**src/rtl/lsu_pkg.sv**
```systemverilog
// lsu_pkg: shared types, funct3 codes and access checks
// for the memory-stage load/store unit.
package lsu_pkg;

  typedef enum logic [0:0] {
    IDLE = 1'b0,
    BUSY = 1'b1
  } lsu_state_t;

  typedef enum logic [1:0] {
    SZ_B = 2'd0,
    SZ_H = 2'd1,
    SZ_W = 2'd2,
    SZ_D = 2'd3
  } lsu_size_t;

  localparam logic [2:0] F3_LB  = 3'b000;
  localparam logic [2:0] F3_LH  = 3'b001;
  localparam logic [2:0] F3_LW  = 3'b010;
  localparam logic [2:0] F3_LD  = 3'b011;
  localparam logic [2:0] F3_LBU = 3'b100;
  localparam logic [2:0] F3_LHU = 3'b101;
  localparam logic [2:0] F3_LWU = 3'b110;
  localparam logic [2:0] F3_SB  = 3'b000;
  localparam logic [2:0] F3_SH  = 3'b001;
  localparam logic [2:0] F3_SW  = 3'b010;
  localparam logic [2:0] F3_SD  = 3'b011;

  function automatic lsu_size_t size_of(
    input logic [2:0] f3
  );
    return lsu_size_t'(f3[1:0]);
  endfunction

  function automatic logic is_legal(
    input logic       ld,
    input logic       st,
    input logic [2:0] f3,
    input logic       rv64
  );
    logic ok;
    ok = 1'b0;
    case ({ld, st})
      2'b10: ok = (f3 != 3'b111) &&
                  (rv64 || (f3 != F3_LD &&
                            f3 != F3_LWU));
      2'b01: ok = !f3[2] &&
                  (rv64 || f3 != F3_SD);
      default: ok = 1'b0;
    endcase
    return ok;
  endfunction

  function automatic logic is_misaligned(
    input lsu_size_t  sz,
    input logic [2:0] a
  );
    logic m;
    case (sz)
      SZ_H:    m = a[0];
      SZ_W:    m = |a[1:0];
      SZ_D:    m = |a;
      default: m = 1'b0;
    endcase
    return m;
  endfunction

endpackage

```
**src/rtl/lsu_if.sv**
```systemverilog
// lsu_if: pipeline request/response, flush/stall and
// data-memory bus of the load/store unit.
// slave = the LSU; master = pipeline plus memory side.
interface lsu_if #(
  parameter int XLEN   = 32,
  parameter int ADDR_W = 32
);
  localparam int NB = XLEN / 8;

  logic              req_valid;
  logic              req_ready;
  logic              req_load;
  logic              req_store;
  logic [2:0]        req_funct3;
  logic [ADDR_W-1:0] req_addr;
  logic [XLEN-1:0]   req_wdata;
  logic [4:0]        req_rd;
  logic              flush;
  logic              mem_read;
  logic              mem_write;
  logic [ADDR_W-1:0] mem_addr;
  logic [NB-1:0]     mem_mbe;
  logic [XLEN-1:0]   mem_wdata;
  logic              mem_resp;
  logic [XLEN-1:0]   mem_rdata;
  logic              rsp_valid;
  logic [XLEN-1:0]   rsp_data;
  logic [4:0]        rsp_rd;
  logic              stall;
  logic              misalign;
  logic              illegal;

  modport slave (
    input  req_valid, req_load, req_store,
    input  req_funct3, req_addr, req_wdata,
    input  req_rd, flush, mem_resp, mem_rdata,
    output req_ready, mem_read, mem_write,
    output mem_addr, mem_mbe, mem_wdata,
    output rsp_valid, rsp_data, rsp_rd,
    output stall, misalign, illegal
  );

  modport master (
    output req_valid, req_load, req_store,
    output req_funct3, req_addr, req_wdata,
    output req_rd, flush, mem_resp, mem_rdata,
    input  req_ready, mem_read, mem_write,
    input  mem_addr, mem_mbe, mem_wdata,
    input  rsp_valid, rsp_data, rsp_rd,
    input  stall, misalign, illegal
  );
endinterface

```
**src/rtl/lsu_align.sv**
```systemverilog
// lsu_align: byte-lane steering. off/size/sgn in;
// mbe_o, shifted wdata_o and extended rdata_o out.
module lsu_align
  import lsu_pkg::*;
#(
  parameter  int XLEN = 32,
  localparam int NB   = XLEN / 8,
  localparam int OW   = $clog2(NB)
) (
  input  logic [OW-1:0]   off,
  input  lsu_size_t       size,
  input  logic            sgn,
  input  logic [XLEN-1:0] wdata_i,
  input  logic [XLEN-1:0] rdata_i,
  output logic [NB-1:0]   mbe_o,
  output logic [XLEN-1:0] wdata_o,
  output logic [XLEN-1:0] rdata_o
);

  logic [7:0]      mask;
  logic [XLEN-1:0] sh;
  logic [63:0]     sh64;
  logic [63:0]     ext;

  always_comb begin
    case (size)
      SZ_H:    mask = 8'h03;
      SZ_W:    mask = 8'h0F;
      SZ_D:    mask = 8'hFF;
      default: mask = 8'h01;
    endcase
    mbe_o   = NB'(mask << off);
    wdata_o = wdata_i << {off, 3'b000};
    sh      = rdata_i >> {off, 3'b000};
    sh64    = 64'(sh);
    case (size)
      SZ_B: ext = {{56{sgn & sh64[7]}},
                   sh64[7:0]};
      SZ_H: ext = {{48{sgn & sh64[15]}},
                   sh64[15:0]};
      SZ_W: ext = {{32{sgn & sh64[31]}},
                   sh64[31:0]};
      default: ext = sh64;
    endcase
    rdata_o = XLEN'(ext);
  end

endmodule

```
**src/rtl/lsu_stage.sv**
```systemverilog
// lsu_stage: memory-stage load/store unit, IDLE/BUSY
// handshake to data memory; clk, rst_n, bus (lsu_if).
module lsu_stage
  import lsu_pkg::*;
#(
  parameter int XLEN   = 32,
  parameter int ADDR_W = 32
) (
  input logic  clk,
  input logic  rst_n,
  lsu_if.slave bus
);

  localparam int NB = XLEN / 8;
  localparam int OW = $clog2(NB);

  lsu_state_t        state_q, state_d;
  logic              drop_q, drop_d;
  logic              mem_read_q, mem_read_d;
  logic              mem_write_q, mem_write_d;
  logic [ADDR_W-1:0] addr_q, addr_d;
  logic [NB-1:0]     mbe_q, mbe_d;
  logic [XLEN-1:0]   wdata_q, wdata_d;
  lsu_size_t         size_q, size_d;
  logic              sgn_q, sgn_d;
  logic [OW-1:0]     off_q, off_d;
  logic [4:0]        rd_q, rd_d;
  logic              rsp_valid_q, rsp_valid_d;
  logic [XLEN-1:0]   rsp_data_q, rsp_data_d;
  logic [4:0]        rsp_rd_q, rsp_rd_d;
  logic              misalign_q, misalign_d;
  logic              illegal_q, illegal_d;

  logic            idle, legal, mis;
  logic            accept, go;
  lsu_size_t       req_size, a_size;
  logic [OW-1:0]   a_off;
  logic [NB-1:0]   al_mbe;
  logic [XLEN-1:0] al_wdata, al_rdata;

  always_comb begin
    idle     = (state_q == IDLE);
    req_size = size_of(bus.req_funct3);
    legal    = is_legal(bus.req_load,
                        bus.req_store,
                        bus.req_funct3,
                        XLEN == 64);
    mis      = is_misaligned(req_size,
                             bus.req_addr[2:0]);
    accept   = bus.req_valid & idle & ~bus.flush &
               (bus.req_load | bus.req_store);
    go       = accept & legal & ~mis;
    // one aligner: request lanes in IDLE,
    // latched lanes for load extraction in BUSY
    a_off    = idle ? bus.req_addr[OW-1:0] : off_q;
    a_size   = idle ? req_size : size_q;
  end

  lsu_align #(.XLEN(XLEN)) u_align (
    .off     (a_off),
    .size    (a_size),
    .sgn     (sgn_q),
    .wdata_i (bus.req_wdata),
    .rdata_i (bus.mem_rdata),
    .mbe_o   (al_mbe),
    .wdata_o (al_wdata),
    .rdata_o (al_rdata)
  );

  always_comb begin
    state_d     = state_q;
    drop_d      = drop_q;
    mem_read_d  = mem_read_q;
    mem_write_d = mem_write_q;
    addr_d      = addr_q;
    mbe_d       = mbe_q;
    wdata_d     = wdata_q;
    size_d      = size_q;
    sgn_d       = sgn_q;
    off_d       = off_q;
    rd_d        = rd_q;
    rsp_valid_d = 1'b0;
    rsp_data_d  = rsp_data_q;
    rsp_rd_d    = rsp_rd_q;
    misalign_d  = accept & legal & mis;
    illegal_d   = accept & ~legal;
    case (state_q)
      IDLE: begin
        if (go) begin
          state_d     = BUSY;
          mem_read_d  = bus.req_load;
          mem_write_d = bus.req_store;
          addr_d      = {bus.req_addr[ADDR_W-1:OW],
                         OW'(0)};
          mbe_d       = al_mbe;
          wdata_d     = al_wdata;
          size_d      = req_size;
          sgn_d       = ~bus.req_funct3[2];
          off_d       = bus.req_addr[OW-1:0];
          rd_d        = bus.req_rd;
          drop_d      = 1'b0;
        end
      end
      BUSY: begin
        // flushed access still runs to completion
        if (bus.flush) drop_d = 1'b1;
        if (bus.mem_resp) begin
          state_d     = IDLE;
          mem_read_d  = 1'b0;
          mem_write_d = 1'b0;
          drop_d      = 1'b0;
          if (!(drop_q | bus.flush)) begin
            rsp_valid_d = 1'b1;
            rsp_data_d  = mem_read_q ? al_rdata : '0;
            rsp_rd_d    = mem_read_q ? rd_q : '0;
          end
        end
      end
      default: state_d = IDLE;
    endcase
  end

  always_ff @(posedge clk or negedge rst_n) begin
    if (!rst_n) begin
      state_q     <= IDLE;
      drop_q      <= 1'b0;
      mem_read_q  <= 1'b0;
      mem_write_q <= 1'b0;
      addr_q      <= '0;
      mbe_q       <= '0;
      wdata_q     <= '0;
      size_q      <= SZ_B;
      sgn_q       <= 1'b0;
      off_q       <= '0;
      rd_q        <= '0;
      rsp_valid_q <= 1'b0;
      rsp_data_q  <= '0;
      rsp_rd_q    <= '0;
      misalign_q  <= 1'b0;
      illegal_q   <= 1'b0;
    end else begin
      state_q     <= state_d;
      drop_q      <= drop_d;
      mem_read_q  <= mem_read_d;
      mem_write_q <= mem_write_d;
      addr_q      <= addr_d;
      mbe_q       <= mbe_d;
      wdata_q     <= wdata_d;
      size_q      <= size_d;
      sgn_q       <= sgn_d;
      off_q       <= off_d;
      rd_q        <= rd_d;
      rsp_valid_q <= rsp_valid_d;
      rsp_data_q  <= rsp_data_d;
      rsp_rd_q    <= rsp_rd_d;
      misalign_q  <= misalign_d;
      illegal_q   <= illegal_d;
    end
  end

  assign bus.req_ready = idle;
  assign bus.stall     = ~idle |
                         (bus.req_valid & idle &
                          legal & ~mis);
  assign bus.mem_read  = mem_read_q;
  assign bus.mem_write = mem_write_q;
  assign bus.mem_addr  = addr_q;
  assign bus.mem_mbe   = mbe_q;
  assign bus.mem_wdata = wdata_q;
  assign bus.rsp_valid = rsp_valid_q;
  assign bus.rsp_data  = rsp_data_q;
  assign bus.rsp_rd    = rsp_rd_q;
  assign bus.misalign  = misalign_q;
  assign bus.illegal   = illegal_q;

endmodule

```
**src/flat_wrapper.sv**
```systemverilog
// flat-port wrapper written by rule: the top's interface ports become plain ports
module lsu_stage_flat import lsu_pkg::*;
#(
  parameter int XLEN   = 32,
  parameter int ADDR_W = 32
)
  (clk, rst_n, bus_req_valid, bus_req_load, bus_req_store, bus_req_funct3, bus_req_addr, bus_req_wdata, bus_req_rd, bus_flush, bus_mem_resp, bus_mem_rdata, bus_req_ready, bus_mem_read, bus_mem_write, bus_mem_addr, bus_mem_mbe, bus_mem_wdata, bus_rsp_valid, bus_rsp_data, bus_rsp_rd, bus_stall, bus_misalign, bus_illegal);
  lsu_if #(.XLEN(XLEN), .ADDR_W(ADDR_W)) bus_i ();
  input logic clk;
  input logic rst_n;
  input wire logic [$bits(bus_i.req_valid)-1:0] bus_req_valid;
  input wire logic [$bits(bus_i.req_load)-1:0] bus_req_load;
  input wire logic [$bits(bus_i.req_store)-1:0] bus_req_store;
  input wire logic [$bits(bus_i.req_funct3)-1:0] bus_req_funct3;
  input wire logic [$bits(bus_i.req_addr)-1:0] bus_req_addr;
  input wire logic [$bits(bus_i.req_wdata)-1:0] bus_req_wdata;
  input wire logic [$bits(bus_i.req_rd)-1:0] bus_req_rd;
  input wire logic [$bits(bus_i.flush)-1:0] bus_flush;
  input wire logic [$bits(bus_i.mem_resp)-1:0] bus_mem_resp;
  input wire logic [$bits(bus_i.mem_rdata)-1:0] bus_mem_rdata;
  output wire logic [$bits(bus_i.req_ready)-1:0] bus_req_ready;
  output wire logic [$bits(bus_i.mem_read)-1:0] bus_mem_read;
  output wire logic [$bits(bus_i.mem_write)-1:0] bus_mem_write;
  output wire logic [$bits(bus_i.mem_addr)-1:0] bus_mem_addr;
  output wire logic [$bits(bus_i.mem_mbe)-1:0] bus_mem_mbe;
  output wire logic [$bits(bus_i.mem_wdata)-1:0] bus_mem_wdata;
  output wire logic [$bits(bus_i.rsp_valid)-1:0] bus_rsp_valid;
  output wire logic [$bits(bus_i.rsp_data)-1:0] bus_rsp_data;
  output wire logic [$bits(bus_i.rsp_rd)-1:0] bus_rsp_rd;
  output wire logic [$bits(bus_i.stall)-1:0] bus_stall;
  output wire logic [$bits(bus_i.misalign)-1:0] bus_misalign;
  output wire logic [$bits(bus_i.illegal)-1:0] bus_illegal;
  assign bus_i.req_valid = bus_req_valid;
  assign bus_i.req_load = bus_req_load;
  assign bus_i.req_store = bus_req_store;
  assign bus_i.req_funct3 = bus_req_funct3;
  assign bus_i.req_addr = bus_req_addr;
  assign bus_i.req_wdata = bus_req_wdata;
  assign bus_i.req_rd = bus_req_rd;
  assign bus_i.flush = bus_flush;
  assign bus_i.mem_resp = bus_mem_resp;
  assign bus_i.mem_rdata = bus_mem_rdata;
  assign bus_req_ready = bus_i.req_ready;
  assign bus_mem_read = bus_i.mem_read;
  assign bus_mem_write = bus_i.mem_write;
  assign bus_mem_addr = bus_i.mem_addr;
  assign bus_mem_mbe = bus_i.mem_mbe;
  assign bus_mem_wdata = bus_i.mem_wdata;
  assign bus_rsp_valid = bus_i.rsp_valid;
  assign bus_rsp_data = bus_i.rsp_data;
  assign bus_rsp_rd = bus_i.rsp_rd;
  assign bus_stall = bus_i.stall;
  assign bus_misalign = bus_i.misalign;
  assign bus_illegal = bus_i.illegal;
  lsu_stage #(.XLEN(XLEN), .ADDR_W(ADDR_W)) u_core (.clk(clk), .rst_n(rst_n), .bus(bus_i));
endmodule
```
**config.mk**
```make
export PLATFORM = sky130hd
export DESIGN_NAME = lsu_stage_flat
export DESIGN_NICKNAME = d
export VERILOG_FILES = /design/src/rtl/lsu_pkg.sv /design/src/rtl/lsu_if.sv /design/src/rtl/lsu_align.sv /design/src/rtl/lsu_stage.sv /design/src/flat_wrapper.sv
export SDC_FILE = /design/constraint.sdc
export NUM_CORES = 1
export LEC_CHECK = 0
export ABC_AREA = 1
export CAP_MARGIN = 15
export CORE_MARGIN = 2
export CORE_UTILIZATION = 50
export CTS_CLUSTER_SIZE = 40
export DETAILED_ROUTE_END_ITERATION = 6
export DONT_BUFFER_PORTS = 1
export PLACE_DENSITY = 0.68
export SLEW_MARGIN = 10
export SYNTH_ARGS = -nofsm -noshare
export SYNTH_HDL_FRONTEND = slang
export SYNTH_HIERARCHICAL = 1
export SYNTH_SLANG_ARGS = --single-unit
```
**constraint.sdc**
```tcl
create_clock -name clk -period 1.9 [get_ports clk]
set_clock_uncertainty 0.1 [all_clocks]
set_input_delay 0.38 -clock clk [delete_from_list [all_inputs] [get_ports clk]]
set_output_delay 0.38 -clock clk [all_outputs]
set_load 0.005 [all_outputs]
```
==> results of run 1 <==
final cells by class:
| class | instances | area share, % |
|---|---|---|
| Clock buffer | 22 | 5.98 |
| Clock inverter | 10 | 1.75 |
| Inverter | 78 | 3.74 |
| Multi-Input combinational cell | 573 | 36.5 |
| Sequential cell | 120 | 37.1 |
| Tap cell | 172 | 2.66 |
| Timing Repair Buffer | 89 | 12.2 |
layer usage:
layer  wire length (µm)  part of all wire (%)  vias up  track usage, %
li1                   -                     -     2721               -
met4                641                   3.3        0            12.7
met1               7370                    38     2826            30.4
met5                  0                     0        -               0
met3               1830                   9.4       56            8.98
met2               9570                    49      305            43.0
cells in the mapped netlist, drive strengths merged:
library cell  instances
nand2               314
dfrtp               120
o21ai                79
inv                  76
nand3                73
buf                  46
nor2                 45
a21oi                23
a22oi                14
clkbuf               11
o22ai                 8
ha                    3
o211ai                3
clkinv                2
nor3                  2
a21boi                1
a31o                  1
and2                  1
conb                  1
mux2i                 1
nand3b                1
o21bai                1
power groups by stage:
stage	Clock [µW]	Combinational, µW	Sequential (µW)
after floorplan	0	726	3320
after global placement	0	870	3450
after detailed placement	0	909	3450
after CTS	3430	997	3420
after global routing	3570	1240	3480
final	3390	1110	3420
how the worst max path moves through the flow:
stage / from / depth (start not counted) / to
2_1_floorplan: u_core/state_q / 10 / u_core/bus.rsp_data[22]
3_3_place_gp: u_core/state_q / 9 / u_core/bus.mem_wdata[25]
3_5_place_dp: u_core/state_q / 10 / u_core/bus.rsp_data[20]
4_1_cts: u_core/state_q / 10 / u_core/bus.rsp_data[22]
5_1_grt: u_core/state_q / 9 / u_core/bus.rsp_data[26]
6_report: u_core/state_q / 9 / u_core/bus.rsp_data[26]
worst max-delay path, cell delays in order (launching register included):
cell,delay (ps)
dfrtp_2,490
o21ai_4,240
buf_4,170
nand2_1,80
nand3_1,150
nand3b_4,170
clkbuf_16,210
nand3_2,80
nand3_2,70
o21ai_1,130
kinds of logic after synthesis:
family	count (synthesis)	share of synthesized area (%)
and+or+nand+nor	436	30.7
DFF	120	46.0
buffers and inverters	135	11.6
other	1	0.0575
muxes	1	0.153
AOI/OAI and AO/OA	130	10.9
adders and majority gates	3	0.575
sequential cells by signal (all words and copies together), names as in the netlist:
| name | flops |
|---|---|
| u_core/state_q | 1 |
| u_core/off_q | 2 |
| u_core/bus.mem_read | 1 |
| u_core/bus.illegal | 1 |
| u_core/size_q | 2 |
| u_core/bus.mem_addr | 30 |
| u_core/sgn_q | 1 |
| u_core/bus.mem_mbe | 4 |
| u_core/bus.rsp_data | 32 |
| u_core/bus.misalign | 1 |
| u_core/drop_q | 1 |
| u_core/bus.mem_write | 1 |
| u_core/bus.rsp_valid | 1 |
| u_core/bus.rsp_rd | 5 |
| u_core/rd_q | 5 |
| u_core/bus.mem_wdata | 32 |
through the flow:
stage / hold WS [ps] / area [µm²] / power [µW] / setup TNS (ps) / util [%]
after detailed placement: -12.8 / 6690 / 4360 / -1260 / 52.8
after floorplan: -15.6 / 6530 / 4040 / 0 / -
final: -442 / 8090 / 7920 / -221 / 63.9
after CTS: -458 / 7730 / 7860 / 0 / 61.0
after global placement: -12.5 / 6690 / 4320 / 0 / 52.8
after global routing: -469 / 8090 / 8290 / -2950 / 63.9
what timing repair did:
action                     in CTS  in global routing
setup buffers                   0                  9
setup endpoints to repair      39                 53
resized for setup               3                 58
pin swaps                       1                  7
hold endpoints to repair      159                120
cloned                          1                  7
==> metrics.md, run 1 <==
| Metric | Value |
|---|---|
| Final Hold Vio Count | 120 |
| Status | complete, but fails checks |
| Antenna cell count | 0 |
| Layout area overhead | 24.0% |
| DR iter-0 viols | 549 |
| Sequential power share | 43.2% |
| Storage cell area | 3000 µm² |
| Vias in the first global route | 5,652 |
| IR drop worst, VDD | 753 µV |
| Max-cap violations | 0 |
| Placed insts | 978 |
| Reg2Reg Capture Point | u_core/bus.rsp_data[26] |
| Min Hold Slack | -442 ps |
| CP arrival | 2200 ps |
| Syn_area_per_cell | 7.90 µm² |
| Most common cell after layout, fill and taps aside | nand2_1 |
| Clock Root Buffer | clkbuf_16 |
| Power Internal | 5690 µW |
| Final setup violating endpoints | 15 |
| Initial Util | 51.5% |
| Clk pwr share | 42.8% |
| Die area | 14,000 µm² |
| Worst-path clk slew | 60 ps |
| Top-Level Pins | 223 |
| DRC viols | 0 |
| Largest net degree at the start of global routing | 121 |
| Setup slack after placement | -105 ps |
| Chip height | 118 µm |
| Max FO, Critical Path | 8 |
| Max Slew Vio Count | 0 |
| Yosys top cell area share | 46.0% |
| Initial antenna violation count | 0 |
| Vias post-DR | 5,908 |
| CTS H-tree depth | 4 |
| Warnings, synthesis | 6 |
| DP HPWL | 12,100 µm |
| Seq cells post-synth | 120 |
| PD cells | 979 nW/µm² |
| Total track usage | 26.1% |
| CP startpoint kind | register |
| Cell types occupying the most area after synthesis | dfrtp_1 (46%), nand2_1 (15%), o21ai_0 (5.9%), nand2_2 (5.3%), nand3_1 (4.5%) |
| Fmax | 509 MHz |
| Fill count | 1,057 |
| Register area share after synthesis | 46.0% |
| Port buffer count | 0 |
| Max Buffers Root-to-Sink | 2 |
| Overflow after GRT | 0 |
| Placer congestion estimate | 0.859 |
| Crit end category | register |
| Worst hold path type | input pin to async pin |
| Vias per inst | 5.55 |
| Final setup margin | -63.1 ps |
| Post-layout min period | 1960 ps |
| Psw | 2240 µW |
| Failing checks | negative hold slack, negative setup slack |
| RSZ-0062 raised after global routing | yes |
| Leading area contributor after synthesis | dfrtp_1 |
| Drt pass-1 iters | 5 |
| Number of hold buffers added after CTS | 39 |
| DRT antenna net count | 0 |
| Yosys cell types | 36 |
| Final period util | 103% |
| Num CTS Buffers | 17 |
| Finished Layout Cells | 1,064 |
| Reg2reg path depth | 9 |
| Sw Ratio | 28.3% |
| Core region area | 12,700 µm² |
| Post-Synthesis Cells | 826 |
| Reg-to-Reg Start | u_core/state_q |
| Post-Syn Area | 6530 µm² |
| Fraction of layout cells with a size suffix above 1 | 21.4% |
| Nets | 993 |
| FP Rows | 41 |
| Area of the multi-input gates | 2960 µm² |
| First-pass GRT wire length | 28,900 µm |
| LEAKAGE | 0.00422 µW |
| CP required | 2130 ps |
| Comb pwr share | 14.0% |
| R2R setup slack | -60 ps |
| CTS Sinks | 120 |
| Worst-Skew Late Latency | 420 ps |
| Setup CP Type | register to register |
| CTS tree | built |
| WL final | 19,400 µm |
| Die extent in x | 118 µm |
| Drt wl/cell | 18.2 µm |
| Most frequent cells in the layout | nand2_1 (250), dfrtp_1 (119), inv_1 (73), nand2_2 (61), o21ai_0 (56) |
(Power assumes the default switching activity.)
==> inputs of run 2 (changes only) <==
==> constraint.sdc (replaced) <==
create_clock -name clk -period 1.9 [get_ports clk]
set_clock_uncertainty 0.1 [all_clocks]
set_input_delay 0.285 -clock clk [delete_from_list [all_inputs] [get_ports clk]]
set_output_delay 0.285 -clock clk [all_outputs]
set_load 0.005 [all_outputs]
==> metrics.md, run 2 (synthesis results as in run 1) <==
| Metric | Value |
|---|---|
| Status | complete, but fails checks |
| Drt wl/cell | 18.3 µm (about the same) |
| Total track usage | 26.3% (+0.17 points) |
| Post-layout min period | 1940 ps (-21.8 ps) |
| Initial Util | 51.5% (unchanged) |
| DP HPWL | 12,100 µm (+0.31%) |
| Vias per inst | 5.49 (-1.2%) |
| DRT antenna net count | 0 (unchanged) |
| Max-cap violations | 0 (unchanged) |
| FP Rows | 41 (unchanged) |
| Clock Root Buffer | clkbuf_16 |
| Nets | 1,000 (+0.70%) |
| Sequential power share | 43.0% (-0.2 points) |
| Reg2Reg Capture Point | u_core/bus.rsp_data[22] |
| CP Capture Point | u_core/bus.rsp_data[22] |
| Initial antenna violation count | 0 (unchanged) |
| Worst-Skew Late Latency | 420 ps (about the same) |
| Placer congestion estimate | 0.895 (+4.2%) |
| Setup TNS | -103 ps (+118 ps) |
| DR iter-0 viols | 558 (+1.6%) |
| Layout area overhead | 26.2% |
| Max Slew Vio Count | 0 (unchanged) |
| Chip height | 118 µm (unchanged) |
| DRC viols | 0 (unchanged) |
| Psw | 2270 µW (+1.3%) |
| Clk pwr share | 42.7% (about the same) |
| LEAKAGE | 0.00428 µW (+1.4%) |
| Drt pass-1 iters | 6 (+1) |
| Antenna cell count | 0 (unchanged) |
| Failing checks | negative hold slack, negative setup slack |
| CP startpoint kind | register |
| Core region area | 12,700 µm² (unchanged) |
| Worst-path clk slew | 60 ps (about the same) |
| R2R setup slack | -40 ps (+20 ps) |
| Final period util | 102% (-1.1 points) |
| Worst setup startpoint | u_core/state_q |
| Worst hold path type | input pin to async pin |
| Most common cell after layout, fill and taps aside | nand2_1 |
| Largest net degree at the start of global routing | 121 (unchanged) |
| CTS Sinks | 120 (unchanged) |
| Final Hold Vio Count | 120 (unchanged) |
| CP required | 2130 ps (about the same) |
| Setup CP Type | register to register |
| CP arrival | 2170 ps (-30 ps) |
| Comb pwr share | 14.2% (+0.2 points) |
| Most frequent cells in the layout | nand2_1 (251), dfrtp_1 (119), inv_1 (73), nand2_2 (61), o21ai_0 (51) |
| Overflow after GRT | 0 (unchanged) |
| CTS H-tree depth | 4 (unchanged) |
| Design Power | 7950 µW (+0.33%) |
| First-pass GRT wire length | 29,200 µm (+0.86%) |
| Crit end category | register |
| Reg-to-Reg Start | u_core/state_q |
| Fmax | 515 MHz (+1.1%) |
| Num CTS Buffers | 17 (unchanged) |
| Min Hold Slack | -536 ps (-93.5 ps) |
| CTS tree | built |
| Max FO, Critical Path | 8 (unchanged) |
| Vias in the first global route | 5,713 (+1.1%) |
| Die extent in x | 118 µm (unchanged) |
| Top-Level Pins | 223 (unchanged) |
| RSZ-0062 raised after global routing | yes |
| Sw Ratio | 28.5% (+0.28 points) |
| Final setup margin | -41.3 ps (+21.8 ps) |
| Vias post-DR | 5,877 (-0.52%) |
| Reg2reg path depth | 10 (+1) |
| WL final | 19,600 µm (+0.72%) |
| Power Internal | 5680 µW (about the same) |
| Max Buffers Root-to-Sink | 2 (unchanged) |
| Fraction of layout cells with a size suffix above 1 | 22.1% (+0.72 points) |
| IR drop worst, VDD | 570 µV (-24%) |
| Die area | 14,000 µm² (unchanged) |
| Port buffer count | 0 (unchanged) |
| Final setup violating endpoints | 8 (-7) |
| PD cells | 966 nW/µm² (-1.3%) |
| Number of hold buffers added after CTS | 43 (+10%) |
-- run 2: cell count changes in the layout (fill, tap and decap cells not counted), moves of 3 or more --
cell           previous run  this run
o21ai_0                  56        51
o21ai_1                  17        22
dlygate4sd3_1            39        43
inv_6                     1         4
nand3_1                  47        44
-- run 2: worst min path at each step --
stage | startpoint | end | slack [ps] | cells past startpoint
finish | rst_n | u_core/bus.mem_wdata[25] | -540 | 0
global route | rst_n | u_core/bus.mem_wdata[11] | -560 | 0
CTS | rst_n | u_core/bus.mem_wdata[25] | -560 | 0
detailed placement | rst_n | u_core/bus.mem_wdata[25] | -110 | 0
global placement | rst_n | u_core/bus.mem_wdata[14] | -110 | 0
floorplan | rst_n | u_core/bus.illegal | -110 | 0
-- run 2: critical path, cell delays in order, from the launching register on --
cell and delay [ps]:
dfrtp_2 490, buf_6 150, o21ai_4 210, inv_4 80
buf_6 120, nand3_4 70, nand3b_4 150, buf_12 180
nand3_2 70, nand3_2 90, o21ai_1 130
-- run 2: through the flow --
step                      utilization, %  worst slack, ps  area (µm²)  cells  hold WS (ps)
after floorplan                        -              101        6530    827          -111
after global placement              52.6            -3.97        6660    977          -108
after detailed placement            52.6             -106        6660    977          -108
after CTS                           61.1             6.15        7740   1053          -560
after global routing                65.0             -156        8230   1071          -563
final                               65.0            -41.3        8230   1071          -536
-- run 2: what timing repair did --
item	4_1_cts	5_1_grt
endpoints found under the setup margin	52	75
gates cloned	1	9
setup buffers	0	10
pin swaps	1	16
hold endpoints to repair	163	120
resized for setup	2	75
-- run 2: area by class of cell --
type / count / area, µm²
Fill cell: 1064 / 4440
Tap cell: 172 / 215
Sequential cell: 120 / 3000
Clock inverter: 12 / 161
Timing Repair Buffer: 96 / 1090
Clock buffer: 20 / 467
Inverter: 78 / 303
Multi-Input combinational cell: 573 / 2990
-- run 2: power by group through the flow --
stage / logic, µW / registers [µW] / clock network (µW)
floorplan: 726 / 3320 / 0
CTS: 991 / 3430 / 3450
detailed placement: 901 / 3450 / 0
finish: 1130 / 3420 / 3400
global placement: 863 / 3450 / 0
global route: 1270 / 3470 / 3580
-- run 2: per-layer routing --
layer  part of all wire, %  track usage [%]  routed length (µm)
met5                     0                0                   0
met4                   2.2             11.4                 430
met3                   8.6             8.74                1680
met2                    50             43.9                9810
met1                    39             30.8                7630
==> inputs of run 3 (changes only) <==
--- a/config.mk
+++ b/config.mk
@@ -7,7 +7,7 @@
 export LEC_CHECK = 0
 export ABC_AREA = 1
 export CAP_MARGIN = 15
-export CORE_MARGIN = 2
+export CORE_MARGIN = 1
 export CORE_UTILIZATION = 50
 export CTS_CLUSTER_SIZE = 40
 export DETAILED_ROUTE_END_ITERATION = 6
==> metrics.md, run 3 (synthesis results as in run 1) <==
| Metric | Value |
|---|---|
| Status | complete, but fails checks |
| Failing checks | negative hold slack |
| PD cells | 948 nW/µm² (-1.8%) |
| Slowest cell on the critical path | dfrtp_2 |
| LEAKAGE | 0.00415 µW (-2.9%) |
| Cell area after layout | 7910 µm² (-4.0%) |
| CP startpoint kind | register |
| CP arrival | 2120 ps (-50 ps) |
| Vias in the first global route | 5,705 (-0.14%) |
| Met3 usage | 7.37% (-1.4 points) |
| First-pass GRT wire length | 28,100 µm (-3.9%) |
| Clock Root Buffer | clkbuf_16 |
| Fmax | 535 MHz (+3.8%) |
| Reg2reg path depth | 10 (unchanged) |
| FP Rows | 41 (unchanged) |
| Final setup margin | 29.5 ps (+70.7 ps) |
| CTS H-tree depth | 4 (unchanged) |
| Nets | 997 (-0.30%) |
| RSZ-0062 raised after global routing | yes |
| Antenna cell count | 0 (unchanged) |
| Placed instance area | 6790 µm² (+2.0%) |
| Comb pwr share | 14.4% (+0.2 points) |
| Power Internal | 5280 µW (-7.1%) |
| Chip height | 116 µm (-1.7%) |
| Sw Ratio | 29.6% (+1.0 points) |
| DRC viols | 0 (unchanged) |
| Max FO, Critical Path | 8 (unchanged) |
| Largest net degree at the start of global routing | 121 (unchanged) |
| Port buffer count | 0 (unchanged) |
| Max Buffers Root-to-Sink | 2 (unchanged) |
| Setup CP Type | register to register |
| CP required | 2150 ps (+20 ps) |
| Worst path max stage delay | 490 ps (about the same) |
| Max Slew Vio Count | 0 (unchanged) |
| Psw | 2220 µW (-2.4%) |
| Crit end category | register |
| Delay-heaviest family, CP | simple AND/OR/NAND/NOR gates |
| Max-cap violations | 0 (unchanged) |
| CP bufs+invs | 2 (-2) |
| Initial antenna violation count | 0 (unchanged) |
| Setup slack after placement | -86.6 ps (+19.3 ps) |
| Worst-path clk slew | 60 ps (about the same) |
| Die area | 13,500 µm² (-3.4%) |
| CP cell instances | buf_6 -> o21ai_4 -> inv_4 -> nor2_4 -> nand2_2 -> nand2_4 -> nand3_4 -> nand3_2 -> nand3_1 -> o21ai_1 |
| Total track usage | 27.4% (+1.1 points) |
| Placer congestion estimate | 0.893 (-0.20%) |
| Vias post-DR | 5,727 (-2.6%) |
| Global routing's busiest layer | met2 |
| Most frequent cells in the layout | nand2_1 (253), dfrtp_1 (119), inv_1 (73), nand2_2 (59), o21ai_0 (58) |
| Num CTS Buffers | 17 (unchanged) |
| Worst-Skew Late Latency | 420 ps (about the same) |
| CTS Sinks | 120 (unchanged) |
| Layout area overhead | 21.2% |
| CTS tree | built |
| Met2 Resource Use GR | 46.2% (+2.3 points) |
| Initial Util | 51.5% (unchanged) |
| Most common cell after layout, fill and taps aside | nand2_1 |
| Fraction of layout cells with a size suffix above 1 | 20.7% (-1.5 points) |
| Final setup violating endpoints | 0 (-8) |
| DP HPWL | 12,500 µm (+2.8%) |
| Drt wl/cell | 16.8 µm (-7.8%) |
| Number of hold buffers added after CTS | 42 (-2.3%) |
| Die extent in x | 116 µm (-1.7%) |
| Core region area | 12,700 µm² (unchanged) |
| Min Hold Slack | -536 ps (-0.710 ps) |
| Final period util | 98.4% (-3.7 points) |
| Final core utilization | 62.4% (-2.6 points) |
| Placed insts | 991 (+1.4%) |
| Top-Level Pins | 223 (unchanged) |
| Clk pwr share | 40.0% (-2.7 points) |
| Vias per inst | 5.37 (-2.2%) |
| Met1 global-route usage | 31.9% (+1.1 points) |
| Drt pass-1 iters | 4 (-2) |
| DR iter-0 viols | 384 (-31%) |
| DRT antenna net count | 0 (unchanged) |
| Final Hold Vio Count | 120 (unchanged) |
| Post-layout min period | 1870 ps (-70.7 ps) |
| Finished Layout Cells | 1,067 (-0.37%) |
| Overflow after GRT | 0 (unchanged) |
| Sequential power share | 45.5% (+2.5 points) |
| IR drop worst, VDD | 515 µV (-9.6%) |
| WL final | 18,000 µm (-8.2%) |
| Worst hold path type | input pin to async pin |
| Worst path depth | 10 (unchanged) |
run 3: cell count changes in the layout (fill, tap and decap cells not counted), moves of 5 or more:
cell / change
nand3_4: -5
nand3_1: +9
o21ai_0: +7
buf_4: +10
clkbuf_16: -6
buf_6: -6
run 3: layout make-up:
type	count	area, µm²
fill	1122	4770
sequential	120	3000
multi-input combinational	573	2910
timing repair buffer	93	926
clock buffer	17	425
inverter	78	303
tap	172	215
clock inverter	14	126
run 3: final timing paths:
kind	start	to	slack, ps
worst min register to register	u_core/rd_q[3]	u_core/rd_q[3]	380
max in group asynchronous	rst_n	u_core/bus.mem_addr[28]	2090
min in group clk	bus_req_addr[1]	u_core/off_q[1]	30
worst max-delay path	u_core/state_q	u_core/bus.rsp_data[23]	30
worst max register to register	u_core/state_q	u_core/bus.rsp_data[23]	30
worst min-delay path	rst_n	u_core/bus.rsp_data[6]	-540
run 3: power by group through the flow:
| stage | sequential, µW | clock [µW] | combinational, µW |
|---|---|---|---|
| after detailed placement | 3440 | 0 | 954 |
| final | 3410 | 3000 | 1080 |
| after global routing | 3460 | 3150 | 1240 |
| after global placement | 3440 | 0 | 906 |
| after floorplan | 3320 | 0 | 726 |
| after CTS | 3410 | 3060 | 1040 |
run 3: routing by layer:
| layer | vias to the layer above | wire, µm |
|---|---|---|
| met1 | 2750 | 7070 |
| li1 | 2731 | - |
| met4 | 0 | 526 |
| met2 | 211 | 9010 |
| met5 | - | 0 |
| met3 | 35 | 1350 |
run 3: per-stage QoR:
step	setup TNS, ps	total power (µW)
finish	0	7500
floorplan	0	4040
global route	-1490	7850
detailed placement	-1140	4400
CTS	0	7510
global placement	-202	4340
run 3: repair_timing:
| item | CTS | global route |
|---|---|---|
| gates cloned | 1 | 0 |
| hold endpoints to repair | 162 | 120 |
| pin swaps | 1 | 5 |
| gates resized for setup | 2 | 43 |
| buffers inserted | 0 | 2 |
| endpoints found under the setup margin | 37 | 44 |
